`src/rtl/btn_conditioner.sv`:
```
// N-channel push-button conditioner: synchronizer, counter debounce, rise/fall pulses, press strobe.
// Optional auto-repeat on press is enabled by defining BTN_COND_REPEAT_EN.

module btn_chan #(
  parameter int SYNC_STAGES  = 2,
  parameter int DB_CYCLES    = 50000,
  parameter int REPEAT_DELAY = 5000000,
  parameter int REPEAT_RATE  = 1000000
) (
  input  logic i_clk,
  input  logic i_rst_n,
  input  logic i_in,
  output logic o_level,
  output logic o_rise,
  output logic o_fall,
  output logic o_press
);
  localparam int CW = (DB_CYCLES > 1) ? $clog2(DB_CYCLES) : 1;

  logic [SYNC_STAGES-1:0] r_sync;
  logic [CW-1:0]          r_cnt;
  logic                   r_level, r_rise, r_fall;
  logic                   w_s, w_done, w_level_nxt;

  assign w_s         = r_sync[SYNC_STAGES-1];
  assign w_done      = (w_s != r_level) && (r_cnt == CW'(DB_CYCLES - 1));
  assign w_level_nxt = w_done ? w_s : r_level;

  always_ff @(posedge i_clk or negedge i_rst_n) begin
    if (!i_rst_n) begin
      r_sync  <= '0;
      r_cnt   <= '0;
      r_level <= 1'b0;
      r_rise  <= 1'b0;
      r_fall  <= 1'b0;
    end else begin
      r_sync <= {r_sync[SYNC_STAGES-2:0], i_in};
      r_rise <= w_done & w_s;
      r_fall <= w_done & ~w_s;
      // Any sample agreeing with the current level restarts the stability count.
      if (w_s == r_level) begin
        r_cnt <= '0;
      end else if (w_done) begin
        r_level <= w_s;
        r_cnt   <= '0;
      end else begin
        r_cnt <= r_cnt + 1'b1;
      end
    end
  end

  assign o_level = r_level;
  assign o_rise  = r_rise;
  assign o_fall  = r_fall;

`ifdef BTN_COND_REPEAT_EN
  localparam int RMAX = (REPEAT_DELAY > REPEAT_RATE) ? REPEAT_DELAY : REPEAT_RATE;
  localparam int RCW  = (RMAX > 1) ? $clog2(RMAX + 1) : 1;

  logic [RCW-1:0] r_rc;
  logic           r_sub, r_press;
  logic [RCW-1:0] w_tgt;

  assign w_tgt = r_sub ? RCW'(REPEAT_RATE - 1) : RCW'(REPEAT_DELAY - 1);

  // Repeat timing restarts on the rise edge and is held cleared whenever level is (or becomes) 0.
  always_ff @(posedge i_clk or negedge i_rst_n) begin
    if (!i_rst_n) begin
      r_rc    <= '0;
      r_sub   <= 1'b0;
      r_press <= 1'b0;
    end else if (!w_level_nxt || !r_level) begin
      r_rc    <= '0;
      r_sub   <= 1'b0;
      r_press <= w_level_nxt & ~r_level;
    end else if (r_rc == w_tgt) begin
      r_rc    <= '0;
      r_sub   <= 1'b1;
      r_press <= 1'b1;
    end else begin
      r_rc    <= r_rc + 1'b1;
      r_press <= 1'b0;
    end
  end

  assign o_press = r_press;
`else
  assign o_press = r_rise;
`endif
endmodule

module btn_conditioner #(
  parameter int N            = 5,
  parameter int SYNC_STAGES  = 2,
  parameter int DB_CYCLES    = 50000,
  parameter int REPEAT_DELAY = 5000000,
  parameter int REPEAT_RATE  = 1000000
) (
  input  logic         i_clk,
  input  logic         i_rst_n,
  input  logic [N-1:0] i_in,
  output logic [N-1:0] o_level,
  output logic [N-1:0] o_rise,
  output logic [N-1:0] o_fall,
  output logic [N-1:0] o_press
);
  btn_chan #(
    .SYNC_STAGES (SYNC_STAGES),
    .DB_CYCLES   (DB_CYCLES),
    .REPEAT_DELAY(REPEAT_DELAY),
    .REPEAT_RATE (REPEAT_RATE)
  ) u_chan [N-1:0] (
    .i_clk  (i_clk),
    .i_rst_n(i_rst_n),
    .i_in   (i_in),
    .o_level(o_level),
    .o_rise (o_rise),
    .o_fall (o_fall),
    .o_press(o_press)
  );
endmodule
```
`config.mk`:
```
export PLATFORM = sky130hd
export DESIGN_NAME = btn_conditioner
export DESIGN_NICKNAME = d
export VERILOG_FILES = /design/src/rtl/btn_conditioner.sv
export SDC_FILE = /design/constraint.sdc
export NUM_CORES = 1
export LEC_CHECK = 0
export ABC_AREA = 0
export CAP_MARGIN = 20
export CORE_MARGIN = 1
export CORE_UTILIZATION = 41
export DETAILED_ROUTE_END_ITERATION = 8
export SYNTH_ARGS = -nofsm -noshare
export SYNTH_HDL_FRONTEND = slang
export SYNTH_SLANG_ARGS = --single-unit
export TNS_END_PERCENT = 5
```
`constraint.sdc`:
```
create_clock -name i_clk -period 2.1 [get_ports i_clk]
set_input_delay 0.42 -clock i_clk [delete_from_list [all_inputs] [get_ports i_clk]]
set_output_delay 0.42 -clock i_clk [all_outputs]
set_load 0.005 [all_outputs]
```
=== Word-level counts from Yosys, hierarchy flattened ===
Cells that the tools add are included.

* $add $sub $neg: 5
* Equal/unequal tests: 15
* Muxes and demuxes: 10
* Bitwise operators: 20
* Reduce and logical (&&, ||, !) cells: 10

{| class="wikitable"
|+ Operators with widths
! kind !! number
|-
| 2-to-1 mux 16 bit || 10
|-
| adder 16 x 1 -> 16 bit (second input constant) || 5
|-
| equality test 16 bit (second input constant) || 5
|-
| AND 1 bit || 10
|-
| inverter 1 bit || 10
|-
| AND reduction 2 bit || 5
|-
| equality test 1 bit || 5
|-
| logical AND 1 bit || 5
|-
| != test 1 bit || 5
|}

* Bits in registers: 105
* Input port bits: 7
* Output and inout bits: 20
* Word-level logic and storage cells: 85

=== Longest topological paths before layout ===
Gate-level depths: netlist (run 1).

* Depth after elaboration: 4
* Mapped depth: 6
* Gate-level depth less buffers: 5

=== Cells and area by module ===
A second synthesis (run 1) with hierarchy kept.

* Cell total of the unflattened synthesis: 440
* Area, all modules: 5061.1 sq um

{| class="wikitable"
|+ Modules (own cells, without submodules)
! module !! instances !! cells each !! area each (sq um)
|-
| btn_chan || 5 || 88 || 1012.2
|}

=== Worst setup path before layout (run 1) ===
Ideal clock, no wire load.

* Kind: register -> register
* Start point: register u_chan[0].r_cnt[10]
* End point: register u_chan[0].r_level
* Setup time: 125 ps
* Data arrival time: 1766 ps
* Required time: 1975 ps
* Path slack: 209 ps
* Cell stages (with the launch flop): 4
* Path buffers: 0
* Period minus slack after synthesis: 1891 ps
* Cells stage by stage: dfrtp_1 or4_1 or4_4 mux2_4

* Longest elaborated chain between the ends: 3

{| class="wikitable"
|+ Ends and longest elaborated chain
! item !! RTL line !! text
|-
| start, declared || 21 || <nowiki>logic [CW-1:0] r_cnt;</nowiki>
|-
| start signal, assigned || 47 || <nowiki>r_cnt <= r_cnt + 1'b1;</nowiki>
|-
| equality test 16 bit || 26 || <nowiki>assign w_done = (w_s != r_level) && (r_cnt == CW'(DB_CYCLES - 1));</nowiki>
|-
| logical AND 1 bit || 26 ||
|-
| AND reduction 2 bit (no line) || - ||
|-
| end signal, assigned || 44 || <nowiki>r_level <= w_s;</nowiki>
|-
| end, declared || 22 || <nowiki>logic r_level, r_rise, r_fall;</nowiki>
|}

Every way passes these cells.
A chain may end at the register's enable or synchronous reset.

=== Final worst setup path (run 1) ===
Same ends and word-level chain as after synthesis.

==> impl_metrics.json, run 1 <==
{
  "p_per_area_nw_per_um2": 751,
  "dieArea_um2": 12300,
  "fin_cells": 624,
  "period_share": 0.932,
  "synth.area.top_cells": "dfrtp_1, xnor2_1, nor2_1, xor2_1, nand3_1",
  "first_iter_violations": 129,
  "slew_headroom": 0.625,
  "cts_hold_buffers": 0,
  "worst_skew_pair.late_latency_ns": 0.35,
  "status": "finished clean",
  "synth_nets": 471,
  "worst_slack_ns": 0.143,
  "drv_slew": 0,
  "syn_to_final_growth_pct": 13.7,
  "antenna_left": 0,
  "clk_transition_reported_paths_ns": 0.07,
  "via_count": 3210,
  "fin_skew_ns": 0.00754,
  "place_area_um2": 5160,
  "r2r_end": "u_chan[0].o_level$_DFFE_PN0P_",
  "finalSetupTns_ns": 0,
  "vias_per_cell": 5.14,
  "post_cts_resized": 0,
  "grt_pass1_wl_um": 14600,
  "seq_area_frac_synth": 0.542,
  "wl_um": 8470,
  "rrSetupSlack_ns": 0.14,
  "syn-cell-area_um2": 4850,
  "grt_max_degree": 106,
  "max_freq_mhz": 511,
  "coreArea_um2": 11500,
  "tightest_slew_ns": 0.563,
  "ys_ff_latch": 105,
  "drc": 0,
  "fp.dieH_um": 111,
  "synth_top_cell_by_area": "dfrtp_1",
  "clock-root-buffer": "clkbuf_16",
  "hold_violations": 0,
  "rsz0062_at_grt": "no",
  "place_ws_ns": 0.143,
  "cts_buffer_depth": 2,
  "initial_utilization": 0.423,
  "seq_area_um2": 2630,
  "gr-usage-all-layers": 0.147,
  "layout_min_cycle_time_ns": 1.96,
  "rows": 39,
  "synth_top_area_share": 0.542,
  "ios": 27,
  "final_cell_mix": "dfrtp_1, nor2_1, xnor2_1",
  "rr_startpoint": "u_chan[0].r_cnt[10]$_DFF_PN0_",
  "cts_setup_buffers": 0,
  "worstHoldPathType": "in -> async",
  "syn-instance-count": 459,
  "cp_max_fo": 5,
  "required_ns": 2.34,
  "ir_worst_vdd_uv": 522,
  "synth.lib_cells_used.distinct": 35,
  "final_area_um2": 5510,
  "setup_viol": 0,
  "cts_buffers": 9,
  "htree_levels": 3,
  "leakagePower_nw": 2.24,
  "overflow": 0,
  "clkSinkCount": 105,
  "yosysWarnings": 0,
  "drv_cap": 0,
  "first_pass_iters": 5,
  "final_common_cell": "dfrtp_1",
  "drive_gt1_frac": 0.0644,
  "first_global_vias": 3057,
  "io_buffer_count": 26,
  "cp-end-kind": "flip-flop",
  "startpoint_type": "flip-flop",
  "nets": 488,
  "n_antenna_cell": 0,
  "synth_area_per_cell_um2": 10.6,
  "place_hpwl_um": 5510,
  "crit_arrival_ns": 2.19,
  "multi_input_area_um2": 2000,
  "nFillCells": 1051,
  "dp.cells": 608,
  "cts_tree": "yes",
  "ff2ff_path_depth": 3,
  "die-width_um": 111,
  "path_class": "reg -> reg",
  "post-route-util": 0.481,
  "wl_per_cell_um": 13.6,
  "antenna_found_initial": 0,
  "place_congestion": 0.809
}
cell usage after synthesis:
cell type / instances
a21oi_1: 1
and2_1: 1
and3_1: 8
and3_2: 1
and4_1: 4
and4b_1: 1
buf_1: 1
buf_4: 20
buf_6: 1
clkbuf_1: 5
dfrtp_1: 105
ha_1: 5
inv_1: 9
mux2_2: 4
mux2_4: 1
nand2_1: 17
nand2_4: 1
nand2b_1: 1
nand3_1: 31
nand4_1: 23
nand4b_1: 2
nor2_1: 84
nor3_1: 13
nor3b_1: 9
nor4_1: 22
nor4b_1: 3
nor4bb_1: 5
o21bai_1: 1
o31ai_1: 1
or3_1: 1
or4_1: 2
or4_4: 1
or4b_1: 1
xnor2_1: 49
xor2_1: 25
flip-flops by register name, indices dropped and copies added (netlist names):
register and flops:
u_chan.o_press 5, u_chan.o_level 5, u_chan.r_cnt 80, u_chan.r_sync 10
u_chan.o_fall 5
cell families (layout without fill, tap and decap cells):
kind of cell	count (synthesis)	count (layout)	share of synthesized area
adder cells (fa/ha/maj)	5	5	0.0129
XOR/XNOR	74	74	0.134
flip-flops	105	105	0.542
AND/OR/NAND/NOR	231	231	0.250
buffers and inverters	36	58	0.0449
AO/OA/AOI/OAI	3	3	0.00413
multiplexers	5	5	0.0124
metal layers:
layer,global-route usage,wire length [um],vias up
met5,0,0,-
met4,0.0613,154,0
met3,0.0383,270,11
met2,0.226,3970,40
met1,0.197,4070,1551
li1,-,-,1608
report_power, final:
| group | internal, W | leakage [nW] | switching [W] | total, W |
|---|---|---|---|---|
| clock | 0.00120 | 0.166 | 0.000727 | 0.00192 |
| combinational | 0.0000438 | 0.639 | 0.0000809 | 0.000125 |
| sequential | 0.00205 | 1.43 | 0.0000345 | 0.00209 |
| total | 0.00329 | 2.24 | 0.000842 | 0.00414 |
worst max path at each step:
stage                                        startpoint                             to  slack [ns]  depth (start not counted)
final                     u_chan[0].r_cnt[10]$_DFF_PN0_  u_chan[0].o_level$_DFFE_PN0P_        0.14                          3
after global placement    u_chan[0].r_cnt[10]$_DFF_PN0_  u_chan[0].o_level$_DFFE_PN0P_        0.17                          3
after global routing      u_chan[0].r_cnt[10]$_DFF_PN0_  u_chan[0].o_level$_DFFE_PN0P_        0.11                          3
after floorplan           u_chan[0].r_cnt[10]$_DFF_PN0_  u_chan[0].o_level$_DFFE_PN0P_        0.21                          3
after CTS                 u_chan[0].r_cnt[10]$_DFF_PN0_  u_chan[0].o_level$_DFFE_PN0P_        0.14                          3
after detailed placement  u_chan[0].r_cnt[10]$_DFF_PN0_  u_chan[0].o_level$_DFFE_PN0P_        0.14                          3
critical path, cell delays in order, from the launching register on:
cell and delay [ns]:
dfrtp_1 0.43, or4_1 0.53, or4_4 0.58, mux2_4 0.31
metrics by stage:
stage | total power [W] | hold slack [ns]
final | 0.00414 | 0.101
after global routing | 0.00428 | 0.169
after CTS | 0.00420 | 0.153
after detailed placement | 0.00226 | 0.337
after global placement | 0.00225 | 0.334
after floorplan | 0.00218 | 0.124
final cells by class:
cell class | instances | area share
Clock buffer | 11 | 0.0441
Clock inverter | 5 | 0.0186
Inverter | 9 | 0.00613
Multi-Input combinational cell | 318 | 0.363
Sequential cell | 105 | 0.477
Tap cell | 143 | 0.0325
Timing Repair Buffer | 33 | 0.0586
Note: power is estimated with default switching activity, not from simulation.
==> run 2, diff against run 1 <==
--- a/config.mk
+++ b/config.mk
@@ -10,6 +10,7 @@
 export CORE_MARGIN = 1
 export CORE_UTILIZATION = 41
 export DETAILED_ROUTE_END_ITERATION = 8
+export SKIP_CTS_REPAIR_TIMING = 1
 export SYNTH_ARGS = -nofsm -noshare
 export SYNTH_HDL_FRONTEND = slang
 export SYNTH_SLANG_ARGS = --single-unit
==> results of run 2 <==
Same layout as run 1: the final DEF is identical, and so are final timing and power.
